### config.mk
export PLATFORM = sky130hd
export DESIGN_NAME = uart_tx_arbiter_flat
export DESIGN_NICKNAME = d
export VERILOG_FILES = /design/src/rtl/uart_tx_arbiter_if.sv /design/src/rtl/uart_tx_arbiter.sv /design/src/flat_wrapper.sv
export SDC_FILE = /design/constraint.sdc
export NUM_CORES = 1
export LEC_CHECK = 0
export ABC_AREA = 1
export CAP_MARGIN = 30
export CORE_UTILIZATION = 41
export DETAILED_ROUTE_END_ITERATION = 7
export GPL_TIMING_DRIVEN = 0
export PLACE_DENSITY_LB_ADDON = 0.3
export SETUP_SLACK_MARGIN = 0.02
export SLEW_MARGIN = 10
export SYNTH_ARGS = -nofsm -noshare
export SYNTH_HDL_FRONTEND = slang
export SYNTH_SLANG_ARGS = --single-unit
### constraint.sdc
create_clock -name clk -period 4.4 [get_ports clk]
set_clock_uncertainty 0.05 [all_clocks]
set_input_delay 1.32 -clock clk [delete_from_list [all_inputs] [get_ports clk]]
set_output_delay 1.32 -clock clk [all_outputs]
set_load 0.03 [all_outputs]
### src/rtl/uart_tx_arbiter_if.sv
`default_nettype none
// Requester-side and TX-core-side signals of the UART TX arbiter, grouped as one bundle.
// master: requesters plus TX core model; slave: the arbiter.
interface uart_tx_arbiter_if #(
    parameter int NUM_REQ = 4
);
    logic [NUM_REQ-1:0]   req_valid;
    logic [8*NUM_REQ-1:0] req_data;
    logic [NUM_REQ-1:0]   req_last;
    logic [NUM_REQ-1:0]   req_ready;
    logic                 uart_tx_en;
    logic [7:0]           uart_tx_data;
    logic                 uart_tx_busy;

    modport master (
        output req_valid,
        output req_data,
        output req_last,
        output uart_tx_busy,
        input  req_ready,
        input  uart_tx_en,
        input  uart_tx_data
    );

    modport slave (
        input  req_valid,
        input  req_data,
        input  req_last,
        input  uart_tx_busy,
        output req_ready,
        output uart_tx_en,
        output uart_tx_data
    );
endinterface
`default_nettype wire

### src/rtl/uart_tx_arbiter.sv
`default_nettype none
// =============================================================================
// uart_tx_arbiter: round-robin, packet-locked arbiter in front of one UART TX.
// Optional idle-timeout grant revocation: define UART_TX_ARB_TIMEOUT_EN.
// Revision: 1.0
// =============================================================================
module uart_tx_arbiter #(
    parameter int NUM_REQ   = 4,
    parameter int ID_W      = 2
`ifdef UART_TX_ARB_TIMEOUT_EN
    ,
    parameter int TIMEOUT_W = 10
`endif
) (
    input  logic                clk,
    input  logic                rst_n,
    uart_tx_arbiter_if.slave    bus,
    output logic                grant_active,
    output logic [ID_W-1:0]     grant_id,
    output logic                timeout_pulse
);

    typedef enum logic [1:0] {
        ST_IDLE   = 2'd0,
        ST_LOCKED = 2'd1,
        ST_GUARD  = 2'd2
    } state_t;

    state_t          r_state;
    state_t          w_state_nxt;
    logic [ID_W-1:0] r_grant_id;
    logic [ID_W-1:0] r_last_g;
    logic [ID_W-1:0] w_pick;
    logic [ID_W-1:0] w_idx;
    logic            w_found;
    logic            r_pkt_end;
    logic            w_accept;
    logic            w_timeout;
    logic            w_grant_valid;
    logic            w_grant_last;
    logic [7:0]      w_grant_data;

    assign w_grant_valid = bus.req_valid[r_grant_id];
    assign w_grant_last  = bus.req_last[r_grant_id];
    assign w_grant_data  = bus.req_data[{r_grant_id, 3'b000} +: 8];

    // Search starts one past the previous grantee so every requester gets a turn.
    always_comb begin
        w_pick  = '0;
        w_idx   = '0;
        w_found = 1'b0;
        for (int k = 1; k <= NUM_REQ; k++) begin
            w_idx = ID_W'((int'(r_last_g) + k) % NUM_REQ);
            if (!w_found && bus.req_valid[w_idx]) begin
                w_pick  = w_idx;
                w_found = 1'b1;
            end
        end
    end

    always_comb begin
        w_state_nxt = r_state;
        w_accept    = 1'b0;
        case (r_state)
            ST_IDLE: begin
                if (w_found) begin
                    w_state_nxt = ST_LOCKED;
                end
            end
            ST_LOCKED: begin
                if (w_grant_valid && !bus.uart_tx_busy) begin
                    w_accept    = 1'b1;
                    w_state_nxt = ST_GUARD;
                end else if (w_timeout) begin
                    w_state_nxt = ST_IDLE;
                end
            end
            ST_GUARD: begin
                w_state_nxt = r_pkt_end ? ST_IDLE : ST_LOCKED;
            end
            default: begin
                w_state_nxt = ST_IDLE;
            end
        endcase
    end

    always_ff @(posedge clk) begin
        if (!rst_n) begin
            r_state    <= ST_IDLE;
            r_grant_id <= '0;
            r_last_g   <= ID_W'(NUM_REQ - 1);
            r_pkt_end  <= 1'b0;
        end else begin
            r_state <= w_state_nxt;
            if (r_state == ST_IDLE && w_found) begin
                r_grant_id <= w_pick;
            end
            if (w_accept) begin
                r_pkt_end <= w_grant_last;
            end
            if ((r_state == ST_GUARD && r_pkt_end) || w_timeout) begin
                r_last_g <= r_grant_id;
            end
        end
    end

    // Ready is withheld in GUARD to cover the TX core's one-cycle busy latency.
    for (genvar i = 0; i < NUM_REQ; i++) begin : g_ready
        assign bus.req_ready[i] = (r_state == ST_LOCKED) && (r_grant_id == ID_W'(i))
                                  && !bus.uart_tx_busy;
    end

    assign bus.uart_tx_en   = w_accept;
    assign bus.uart_tx_data = w_accept ? w_grant_data : 8'h00;
    assign grant_active     = (r_state != ST_IDLE);
    assign grant_id         = r_grant_id;

`ifdef UART_TX_ARB_TIMEOUT_EN
    localparam logic [TIMEOUT_W-1:0] c_to_last = {{(TIMEOUT_W-1){1'b1}}, 1'b0};

    logic [TIMEOUT_W-1:0] r_to_cnt;
    logic                 r_timeout_pulse;
    logic                 w_stall;

    // The counter only advances while the grantee has nothing to offer and the line is free.
    assign w_stall   = (r_state == ST_LOCKED) && !w_grant_valid && !bus.uart_tx_busy;
    assign w_timeout = w_stall && (r_to_cnt == c_to_last);

    always_ff @(posedge clk) begin
        if (!rst_n) begin
            r_to_cnt        <= '0;
            r_timeout_pulse <= 1'b0;
        end else begin
            r_timeout_pulse <= w_timeout;
            if (r_state != ST_LOCKED || w_accept) begin
                r_to_cnt <= '0;
            end else if (w_stall) begin
                r_to_cnt <= r_to_cnt + 1'b1;
            end
        end
    end

    assign timeout_pulse = r_timeout_pulse;
`else
    assign w_timeout     = 1'b0;
    assign timeout_pulse = 1'b0;
`endif

endmodule
`default_nettype wire

### src/flat_wrapper.sv
// flat-port wrapper written by rule: the top's interface ports become plain ports
module uart_tx_arbiter_flat 
#(
    parameter int NUM_REQ   = 4,
    parameter int ID_W      = 2

)
  (clk, rst_n, grant_active, grant_id, timeout_pulse, bus_req_valid, bus_req_data, bus_req_last, bus_uart_tx_busy, bus_req_ready, bus_uart_tx_en, bus_uart_tx_data);
  uart_tx_arbiter_if #(.NUM_REQ(NUM_REQ)) bus_i ();
  input  logic clk;
  input  logic rst_n;
  output logic grant_active;
  output logic [ID_W-1:0] grant_id;
  output logic timeout_pulse;
  input wire logic [$bits(bus_i.req_valid)-1:0] bus_req_valid;
  input wire logic [$bits(bus_i.req_data)-1:0] bus_req_data;
  input wire logic [$bits(bus_i.req_last)-1:0] bus_req_last;
  input wire logic [$bits(bus_i.uart_tx_busy)-1:0] bus_uart_tx_busy;
  output wire logic [$bits(bus_i.req_ready)-1:0] bus_req_ready;
  output wire logic [$bits(bus_i.uart_tx_en)-1:0] bus_uart_tx_en;
  output wire logic [$bits(bus_i.uart_tx_data)-1:0] bus_uart_tx_data;
  assign bus_i.req_valid = bus_req_valid;
  assign bus_i.req_data = bus_req_data;
  assign bus_i.req_last = bus_req_last;
  assign bus_i.uart_tx_busy = bus_uart_tx_busy;
  assign bus_req_ready = bus_i.req_ready;
  assign bus_uart_tx_en = bus_i.uart_tx_en;
  assign bus_uart_tx_data = bus_i.uart_tx_data;
  uart_tx_arbiter #(.NUM_REQ(NUM_REQ), .ID_W(ID_W)) u_core (.clk(clk), .rst_n(rst_n), .bus(bus_i), .grant_active(grant_active), .grant_id(grant_id), .timeout_pulse(timeout_pulse));
endmodule
=== After elaboration in Yosys (flattened, before gate mapping) ===
Index checks and enable logic that the tools add are counted.

* Logic and storage cells: 70
* Register bits: 7
* Output and inout port bits: 17
* Bits of input ports: 43

* Order comparisons: 5
* Equality and inequality tests: 7
* Muxes and demuxes: 27
* Add/subtract/negate cells: 4
* Shifts and indexed selects: 1
* Reductions and logical operators: 22

{| class="wikitable"
|+ Operator list
! operator !! number
|-
| indexed part select 32 x 6 -> 8 bit || 1
|-
| < comparator 2 x 3 -> 1 bit, second input constant || 5
|-
| logical AND 1 bit || 14
|-
| 2-to-1 mux 1 bit || 13
|-
| binary-select mux 1 bit (select 2 bit) || 6
|-
| 2-to-1 mux 2 bit || 6
|-
| 2-to-1 mux 8 bit || 1
|-
| equality test 2 bit, second input constant || 3
|-
| case mux 2 bit (3 select lines) || 1
|-
| adder 2 x 1 -> 2 bit, second input constant || 2
|-
| adder 2 bit, second input constant || 2
|-
| equality test 2 x 1 -> 1 bit, second input constant || 2
|-
| zero test 1 bit || 4
|-
| zero test 2 bit || 2
|-
| inequality test 2 x 1 -> 1 bit, second input constant || 2
|-
| AND reduction 2 bit || 1
|-
| nonzero test 2 bit || 1
|}

=== Longest topological paths before layout ===
Gate-level depths: netlist (run 1).

* Word-level depth: 15
* Gate-level depth with buffers: 12
* Mapped depth without buffers: 11

=== Least setup slack after synthesis (run 1) ===
Ideal clock, no wire load.

* Kind: in2out
* From: input bus_uart_tx_busy
* To: output bus_req_ready[0]
* Arrival: 2.173 ns
* Cell stages on the path: 3
* Slack: 0.857 ns
* Required time: 3.030 ns
* Cell sequence: nor2_1 > inv_1 > nor3_1

* Longest elaborated chain between the ends: 2

{| class="wikitable"
|+ RTL lines
! item !! RTL line !! source
|-
| start, declared || flat_wrapper.sv:18 || <nowiki>input wire logic [$bits(bus_i.uart_tx_busy)-1:0] bus_uart_tx_busy;</nowiki>
|-
| zero test 1 bit || uart_tx_arbiter.sv:110 || <nowiki>&& !bus.uart_tx_busy;</nowiki>
|-
| logical AND 1 bit || uart_tx_arbiter.sv:110 ||
|-
| end, declared || flat_wrapper.sv:19 || <nowiki>output wire logic [$bits(bus_i.req_ready)-1:0] bus_req_ready;</nowiki>
|}

Every way passes these cells.

=== Worst setup path in the final report (run 1) ===
* From: input bus_req_valid[0]
* To: output bus_uart_tx_en

* Longest elaborated chain between the ends: 5

{| class="wikitable"
|+ RTL lines
! item !! RTL line !! source
|-
| start, declared || flat_wrapper.sv:15 || <nowiki>input wire logic [$bits(bus_i.req_valid)-1:0] bus_req_valid;</nowiki>
|-
| binary-select mux 1 bit (select 2 bit) || uart_tx_arbiter.sv:43 || <nowiki>assign w_grant_valid = bus.req_valid[r_grant_id];</nowiki>
|-
| 2-to-1 mux 1 bit (not written as such) || uart_tx_arbiter.sv:43 ||
|-
| logical AND 1 bit || uart_tx_arbiter.sv:71 || <nowiki>if (w_grant_valid && !bus.uart_tx_busy) begin</nowiki>
|-
| 2-to-1 mux 1 bit || uart_tx_arbiter.sv:71 ||
|-
| 2-to-1 mux 1 bit || uart_tx_arbiter.sv:64 || <nowiki>case (r_state)</nowiki>
|-
| end, declared || flat_wrapper.sv:20 || <nowiki>output wire logic [$bits(bus_i.uart_tx_en)-1:0] bus_uart_tx_en;</nowiki>
|}

Every way passes these cells. The select of a mux whose other input is x is not followed.

==> results_dict.tcl, run 1 <==
set metrics [dict create \
    status "completed" \
    fin_area_um2 1660 \
    synthArstFlopShare_pct 0 \
    maxCapViolCount 0 \
    grt_use_total_pct 23.9 \
    reg2reg_depth 12 \
    clk_latency_ns 0.25 \
    rsz0062_at_grt "no" \
    pin_count 60 \
    areaGrowthSynthToFinish_pct 61.6 \
    slowest_delay_ns 0.69 \
    globalplace.congestion 0.854 \
    wl_per_cell_um 12.1 \
    nets 255 \
    fillCellCount 185 \
    cp_slowest_cell "clkdlybuf4s50_1" \
    multi_input_area_um2 766 \
    synth_ff_type "dfxtp_1" \
    synth_fp_nets 192 \
    combPwrFrac_pct 60.0 \
    die_w_um 52.0 \
    synth_compound_area_share_pct 26.7 \
    yosysTopAreaCell "nand2_1" \
    leakagePower_nw 0.711 \
    ff2ff_setup_slack_ns 2.90 \
    port_buffers 58 \
    internal-power_uw 189 \
    num_rows 17 \
    final_cells 239 \
    layout-drive-gt1-share_pct 16.6 \
    cts_buffer_depth 2 \
    vias 1206 \
    grt_pass1_wl_mm 4.82 \
    power.switching_uw 139 \
    fp.coreArea_um2 2280 \
    synth_xor_area_share_pct 0 \
    synth_top_area_share_pct 20.9 \
    cts_buffers 3 \
    drt-initial-drc-count 21 \
    wirelength_mm 2.88 \
    crit_cells 6 \
    crit_type "in2out" \
    reg2reg_to "u_core.grant_id[1]$_SDFFE_PN0P_" \
    synth_edf_count 0 \
    htreeDepth 1 \
    worstPathCellList "clkdlybuf4s50_1, nand2_4, nand4_4, nand2_4, nor2_8, clkdlybuf4s50_1" \
    ys_seq_area_share_pct 13.7 \
    ys_warn_count 0 \
    drtPass1Iterations 4 \
    cts_resized 8 \
    ys_top_cells_by_area "nand2_1, a31oi_4, dfxtp_1" \
    synth_top_family_by_area "simple AND/OR/NAND/NOR gates" \
    first_global_vias 1189 \
    critPathLaunch "bus_req_valid[0]" \
    ys_types 24 \
    yosysMostFrequentCell "nand2_1" \
    dpl.hpwl_mm 2.40 \
    overflow 0 \
    dieArea_um2 2710 \
    p_seq_share_pct 21.9 \
    final-setup-viol-count 0 \
    clock-root-buffer "clkbuf_4" \
    arrival_ns 2.93 \
    whs_path_depth 2 \
    cp-endpoint "bus_uart_tx_en" \
    yosys-top-cells-count "nand2_1, inv_1, nor2_1" \
    min_from "u_core.r_pkt_end$_SDFFE_PN0P_" \
    netlist_instances 149 \
    avgViaCountPerCell 5.05 \
    crit_required_ns 3.03 \
    finalHoldViolCount 0 \
    synth-simple-area-share_pct 47.6 \
    diodes 0 \
    cts_hold_buf 0 \
    hold_slack_ns 0.440 \
    crit-reg2reg-launch "u_core.r_last_g[0]$_SDFFE_PN1P_" \
    clk_pin_slew_worst_paths_ns 0.05 \
    power_uw 328 \
    path_max_fanout 3 \
    hold_path_class "reg2reg" \
    cts_setup_buffers 0 \
    synth_seq_cells 7 \
    cts_tree "done" \
    path_buf_inv 2 \
    switching_share_pct 42.3 \
    end_kind "output pin" \
    placedCellCount 235 \
    antenna_left 0 \
    grt_start_max_net_pins 11 \
    max_freq_mhz 232 \
    critPathTopFamily "buffers and inverters" \
    start_kind "primary input" \
    period_needed_ns 4.30 \
    clock-sinks 7 \
    maxSlewViolCount 0 \
    min_period_over_period_pct 97.8 \
    netlist_area_um2 1030 \
    die_h_um 52.0 \
    worst_slack_ns 0.0989 \
    drc_errors 0 \
    start_util_pct 45.1 \
    ir_worst_vdd_mv 0.193 \
    synthMuxAreaShare_pct 0 \
    synthAdderAreaFrac_pct 0 \
    clkPwrFrac_pct 18.1 \
    place_area_um2 1640 \
    synth.avg_cell_area_um2 6.89 \
    seqCellArea_um2 140 \
    pre_cts_ws_ns -0.156 \
    powerDensity_nw_per_um2 198 \
    antenna_found_initial 0 \
]
[placed cells by master, fill, tap and decap left out]
master | netlist | final
nand2_1 | 57 | 57
clkdlybuf4s50_1 | 0 | 50
inv_1 | 13 | 13
nor2_1 | 12 | 12
a22oi_1 | 8 | 8
a31oi_4 | 8 | 8
nand3_1 | 8 | 8
dlygate4sd2_1 | 0 | 8
dfxtp_1 | 7 | 7
nand2_2 | 5 | 5
inv_4 | 4 | 4
nor3_1 | 4 | 4
a21oi_1 | 4 | 4
nor2_8 | 3 | 3
clkbuf_4 | 0 | 3
buf_6 | 2 | 2
nand2_4 | 2 | 2
buf_4 | 2 | 2
o211ai_1 | 2 | 2
nor2_4 | 1 | 1
nand4_4 | 1 | 1
inv_6 | 1 | 1
nor2_2 | 1 | 1
nand3_2 | 1 | 1
nand4_1 | 1 | 1
a21oi_2 | 1 | 1
conb_1 | 1 | 1
clkbuf_1 | 0 | 1
[worst min path at each step]
stage / slack [ns] / endpoint
6_report: 0.44 / u_core.r_pkt_end$_SDFFE_PN0P_
5_1_grt: 0.48 / u_core.r_pkt_end$_SDFFE_PN0P_
4_1_cts: 0.44 / u_core.r_pkt_end$_SDFFE_PN0P_
3_5_place_dp: 0.43 / u_core.r_pkt_end$_SDFFE_PN0P_
3_3_place_gp: 0.42 / u_core.r_pkt_end$_SDFFE_PN0P_
2_1_floorplan: 0.40 / u_core.r_pkt_end$_SDFFE_PN0P_
[cell type report]
cell class / instances / share of cell area, %
Multi-Input combinational cell: 120 / 46.2
Timing Repair Buffer: 58 / 34.4
Sequential cell: 7 / 8.45
Tap cell: 28 / 2.11
Inverter: 18 / 4.98
Buffer: 4 / 2.26
Clock buffer: 4 / 1.58
[registers in the layout, summed over array words and instances (netlist names)]
register          count
u_core.r_state        2
u_core.grant_id       2
u_core.r_pkt_end      1
u_core.r_last_g       2
[power by group through the flow]
stage               Sequential [mW]  Clock [mW]  Combinational (mW)
floorplan                    0.0770           0               0.121
global placement             0.0724           0               0.196
detailed placement           0.0730           0               0.200
CTS                          0.0718      0.0604               0.198
global route                 0.0721      0.0661               0.213
finish                       0.0717      0.0593               0.197
[through the flow]
stage | util [%] | setup TNS (ns)
floorplan | - | 0
global placement | 72.1 | -1.08
detailed placement | 72.1 | -1.13
CTS | 72.8 | 0
global route | 72.8 | 0
finish | 72.8 | 0
[worst register-to-register path: stages (launching register included)]
cell and delay [ns]:
dfxtp_1 0.31, buf_4 0.16, inv_4 0.06, nand2_1 0.07
nand2_1 0.05, nand2_1 0.08, nand2_1 0.09, nor2_2 0.18
nand3_2 0.10, nand2_2 0.10, nand2_1 0.05, nand2_1 0.05
nor2_1 0.05
[metal layers]
layer | part of all wire (%) | global-route usage (%) | wire length [um] | vias to the layer above
met4 | 1.9 | 10.8 | 55 | 0
met2 | 51 | 43.8 | 1460 | 57
li1 | - | - | - | 618
met1 | 40 | 26.2 | 1170 | 525
met5 | 0 | 0 | 0 | -
met3 | 7.1 | 4.09 | 206 | 6
[logic make-up after synthesis]
group | after synthesis
buffers and inverters | 22
AND/OR/NAND/NOR | 96
AO/OA/AOI/OAI | 23
other | 1
flip-flops | 7
Note: power is estimated with default switching activity, not from simulation.
==> run 2: changes to the inputs <==
ABC_AREA = default   (was 1)
CORE_UTILIZATION = 35   (was 41)
==> results_dict.tcl, run 2 <==
set metrics [dict create \
    final-setup-viol-count 0 \
    final_common_cell "clkdlybuf4s50_1" \
    synth_edf_count 0 \
    finalHoldViolCount 0 \
    die_w_um 48.1 \
    antenna_left 0 \
    wl_per_cell_um 14.6 \
    diodes 0 \
    end_kind "output pin" \
    grt_pass1_wl_mm 3.19 \
    fp.coreArea_um2 1980 \
    die_h_um 48.1 \
    mostFrequentLayoutCells "clkdlybuf4s50_1, dlygate4sd2_1, and3_1, mux4_2, dfxtp_1" \
    powerDensity_nw_per_um2 203 \
    leakagePower_nw 0.670 \
    htreeDepth 1 \
    status "completed" \
    vias 902 \
    wirelength_mm 2.45 \
    power_uw 285 \
    synth_fp_nets 121 \
    cts_tree "done" \
    synth_seq_cells 7 \
    globalplace.congestion 0.738 \
    drt-initial-drc-count 8 \
    layout-drive-gt1-share_pct 14.2 \
    port_buffers 58 \
    pre_cts_ws_ns -0.386 \
    ys_types 30 \
    synth.avg_cell_area_um2 9.53 \
    clk_latency_ns 0.26 \
    ir_worst_vdd_mv 0.181 \
    synthMuxAreaShare_pct 36.4 \
    min_period_over_period_pct 97.8 \
    arrival_ns 2.93 \
    clock-sinks 7 \
    worst_slack_ns 0.0970 \
    maxCapViolCount 0 \
    final_cells 168 \
    yosys-top-cells-count "and3_1, dfxtp_1, mux4_2, nor2_1" \
    netlist_area_um2 743 \
    synth_top_family_by_area "multiplexers" \
    synthAdderAreaFrac_pct 0 \
    ys_top_cells_by_area "dfxtp_1, mux4_2, mux4_1" \
    synth_top_area_share_pct 18.9 \
    placedCellCount 163 \
    crit_required_ns 3.03 \
    grt_use_total_pct 20.1 \
    yosysMostFrequentCell "and3_1" \
    crit_type "in2out" \
    nets 185 \
    rsz0062_at_grt "no" \
    synth-simple-area-share_pct 25.8 \
    grt_start_max_net_pins 11 \
    start_kind "primary input" \
    synth_xor_area_share_pct 0 \
    start_util_pct 37.5 \
    ys_warn_count 0 \
    cts_buffer_depth 2 \
    pin_count 60 \
    yosysTopAreaCell "dfxtp_1" \
    clk_pin_slew_worst_paths_ns 0.05 \
    first_global_vias 758 \
    hold_path_class "reg2reg" \
    areaGrowthSynthToFinish_pct 88.9 \
    dieArea_um2 2310 \
    synth_compound_area_share_pct 11.1 \
    synth_ff_type "dfxtp_1" \
    netlist_instances 78 \
    antenna_found_initial 0 \
    period_needed_ns 4.30 \
    overflow 0 \
    maxSlewViolCount 0 \
    num_rows 16 \
    drtPass1Iterations 4 \
    max_freq_mhz 232 \
    dpl.hpwl_mm 1.78 \
    clock-root-buffer "clkbuf_4" \
    cts_buffers 3 \
    synthArstFlopShare_pct 0 \
    drc_errors 0 \
    avgViaCountPerCell 5.37 \
    ys_seq_area_share_pct 18.9 \
    path_max_fanout 3 \
]
## run 2: final timing paths
path / from / endpoint / slack, ns / cells after the start
worst min-delay path: u_core.r_pkt_end$_SDFFE_PN0P_ / u_core.r_pkt_end$_SDFFE_PN0P_ / 0.49 / 2
worst min register to register: u_core.r_pkt_end$_SDFFE_PN0P_ / u_core.r_pkt_end$_SDFFE_PN0P_ / 0.49 / 2
worst max register to register: u_core.grant_id[1]$_SDFFE_PN0P_ / u_core.r_pkt_end$_SDFFE_PN0P_ / 2.70 / 5
worst max-delay path: bus_uart_tx_busy / bus_req_ready[1] / 0.1 / 4
## run 2: through the flow
stage               util [%]  setup TNS, ns  hold WS (ns)  cell area, um2
finish                  70.8              0         0.494            1400
global route            70.8              0         0.528            1400
floorplan                  -              0         0.438             743
CTS                     70.6              0         0.503            1400
detailed placement      68.5          -3.99         0.497            1360
global placement        68.5          -3.98         0.468            1360
## run 2: timing repair
item	in CTS	in global routing
hold buffers	0	0
setup buffers	0	0
endpoints found under the hold margin	0	0
gates resized for setup	14	2
setup endpoints to repair	12	9
cloned	1	0
## run 2: cell families (layout without fill, tap and decap cells)
family                 count (synthesis)  count (layout)
AND/OR/NAND/NOR                       33              33
AO/OA/AOI/OAI                         13              13
multiplexers                          13              14
buffers and inverters                 11              73
flip-flops                             7               7
other                                  1               1
## run 2: metal layers
| metal | share of wire [%] | global-route usage, % |
|---|---|---|
| met4 | 0.49 | 10.0 |
| met3 | 10 | 3.40 |
| met5 | 0 | 0 |
| met1 | 41 | 22.9 |
| met2 | 49 | 35.9 |
## run 2: power by group
group	switching (mW)	total (mW)	internal, mW
Sequential	0.00331	0.0711	0.0678
Combinational	0.0667	0.152	0.0858
Clock	0.0266	0.0613	0.0348
## run 2: layout make-up
| type | instances | area (um2) |
|---|---|---|
| Inverter | 5 | 18.8 |
| Buffer | 6 | 37.5 |
| Timing Repair Buffer | 58 | 572 |
| Multi-Input combinational cell | 61 | 576 |
| Sequential cell | 7 | 140 |
| Fill cell | 142 | 578 |
| Tap cell | 27 | 33.8 |
| Clock buffer | 4 | 26.3 |
## run 2: worst max-delay path: stages
cell             delay, ns
clkdlybuf4s50_1       0.46
nor3b_2               0.30
and3b_1               0.19
clkdlybuf4s50_1       0.66
==> run 3: changes to the inputs <==
PLACE_DENSITY = 0.81   (was default)
PLACE_DENSITY_LB_ADDON = default   (was 0.3)
==> results_dict.tcl, run 3 (synthesized netlist as in run 2, its figures left out) <==
set metrics [dict create \
    status "completed" \
    min_period_over_period_pct 97.7 \
    mostFrequentLayoutCells "clkdlybuf4s50_1, and3_1, dlygate4sd2_1, mux4_2, dfxtp_1" \
    grt_pass1_wl_mm 3.64 \
    drtPass1Iterations 4 \
    die_w_um 48.1 \
    htreeDepth 1 \
    worstPathCellList "clkdlybuf4s50_1, mux4_2, and3_1, dlygate4sd2_1" \
    slowest_delay_ns 0.57 \
    finalHoldViolCount 0 \
    wirelength_mm 2.65 \
    hold_path_class "reg2reg" \
    rsz0062_at_grt "yes" \
    cts_buffer_depth 2 \
    final-setup-viol-count 0 \
    place_area_um2 1360 \
    ir_worst_vdd_mv 0.274 \
    clock-sinks 7 \
    final_cells 168 \
    crit_type "in2out" \
    final_common_cell "clkdlybuf4s50_1" \
    cts_hold_buf 0 \
    vias 900 \
    grt_start_max_net_pins 11 \
    antenna_found_initial 0 \
    drc_errors 0 \
    avgViaCountPerCell 5.36 \
    cts_setup_buffers 0 \
    path_buf_inv 2 \
    crit_required_ns 3.03 \
    clk_latency_ns 0.26 \
    first_global_vias 799 \
    fin_area_um2 1410 \
    dieArea_um2 2310 \
    nets 185 \
    pre_cts_ws_ns -0.386 \
    globalplace.congestion 0.862 \
    max_freq_mhz 233 \
    cp_slowest_cell "mux4_2" \
    arrival_ns 2.93 \
    placedCellCount 163 \
    start_kind "primary input" \
    dpl.hpwl_mm 1.94 \
    start_util_pct 37.5 \
    antenna_left 0 \
    path_max_fanout 5 \
    leakagePower_nw 0.678 \
    pin_count 60 \
    layout-drive-gt1-share_pct 14.2 \
    power_uw 284 \
    clock-root-buffer "clkbuf_4" \
    powerDensity_nw_per_um2 202 \
    diodes 0 \
    die_h_um 48.1 \
    fp.coreArea_um2 1980 \
    critPathTopFamily "buffers and inverters" \
    grt_use_total_pct 22.8 \
    worst_slack_ns 0.101 \
    end_kind "output pin" \
    cts_buffers 3 \
    cts_tree "done" \
    drt-initial-drc-count 18 \
    port_buffers 58 \
    clk_pin_slew_worst_paths_ns 0.05 \
    maxCapViolCount 0 \
    maxSlewViolCount 0 \
    wl_per_cell_um 15.8 \
    num_rows 16 \
    period_needed_ns 4.30 \
    areaGrowthSynthToFinish_pct 89.7 \
    overflow 0 \
]
==> run 3: worst reg2reg max path, stage by stage (launching register included) <==
cell      delay (ns)
dfxtp_1         0.32
clkbuf_1        0.35
buf_2           0.31
mux4_2          0.32
mux2i_1         0.13
nor2_1          0.05
==> run 3: final cells by class <==
| cell class | instances | area (um2) |
|---|---|---|
| clock buffers | 4 | 26.3 |
| fillers | 158 | 572 |
| flip-flops and latches | 7 | 140 |
| well taps | 27 | 33.8 |
| plain buffers | 6 | 37.5 |
| repair buffers | 58 | 578 |
| inverters | 5 | 18.8 |
| multi-input cells | 61 | 576 |
==> run 3: through the flow <==
step	hold WS (ns)	utilization, %	TNS (ns)
floorplan	0.438	-	0
global placement	0.465	68.5	-3.85
detailed placement	0.482	68.5	-3.99
CTS	0.513	70.6	0
global route	0.532	71.1	0
finish	0.509	71.1	0
==> run 3: worst paths after layout <==
kind	slack (ns)	end	startpoint	depth (start not counted)
min reg2reg	0.51	u_core.r_pkt_end$_SDFFE_PN0P_	u_core.r_pkt_end$_SDFFE_PN0P_	2
min	0.51	u_core.r_pkt_end$_SDFFE_PN0P_	u_core.r_pkt_end$_SDFFE_PN0P_	2
max reg2reg	2.75	u_core.r_pkt_end$_SDFFE_PN0P_	u_core.grant_id[1]$_SDFFE_PN0P_	5
max	0.10	bus_uart_tx_data[3]	bus_req_valid[1]	4
==> run 3: what timing repair did <==
item | in CTS | in global routing
cloned | 1 | 0
endpoints found under the setup margin | 12 | 10
gates resized for setup | 14 | 6
hold endpoints to repair | 0 | 0
==> run 3: per-layer routing <==
metal / wire [um] / track usage, % / vias to the layer above / share of wire (%)
met1: 1000 / 26.5 / 417 / 38
li1: - / - / 434 / -
met2: 1250 / 39.5 / 47 / 47
met5: 0 / 0 / - / 0
met4: 8 / 3.33 / 0 / 0.30
met3: 386 / 10.2 / 2 / 15
==> run 3: power by group <==
part,switching [mW],internal [mW],leakage (nW)
clock network,0.0243,0.0346,0.0150
registers,0.00360,0.0678,0.0574
logic,0.0678,0.0860,0.605
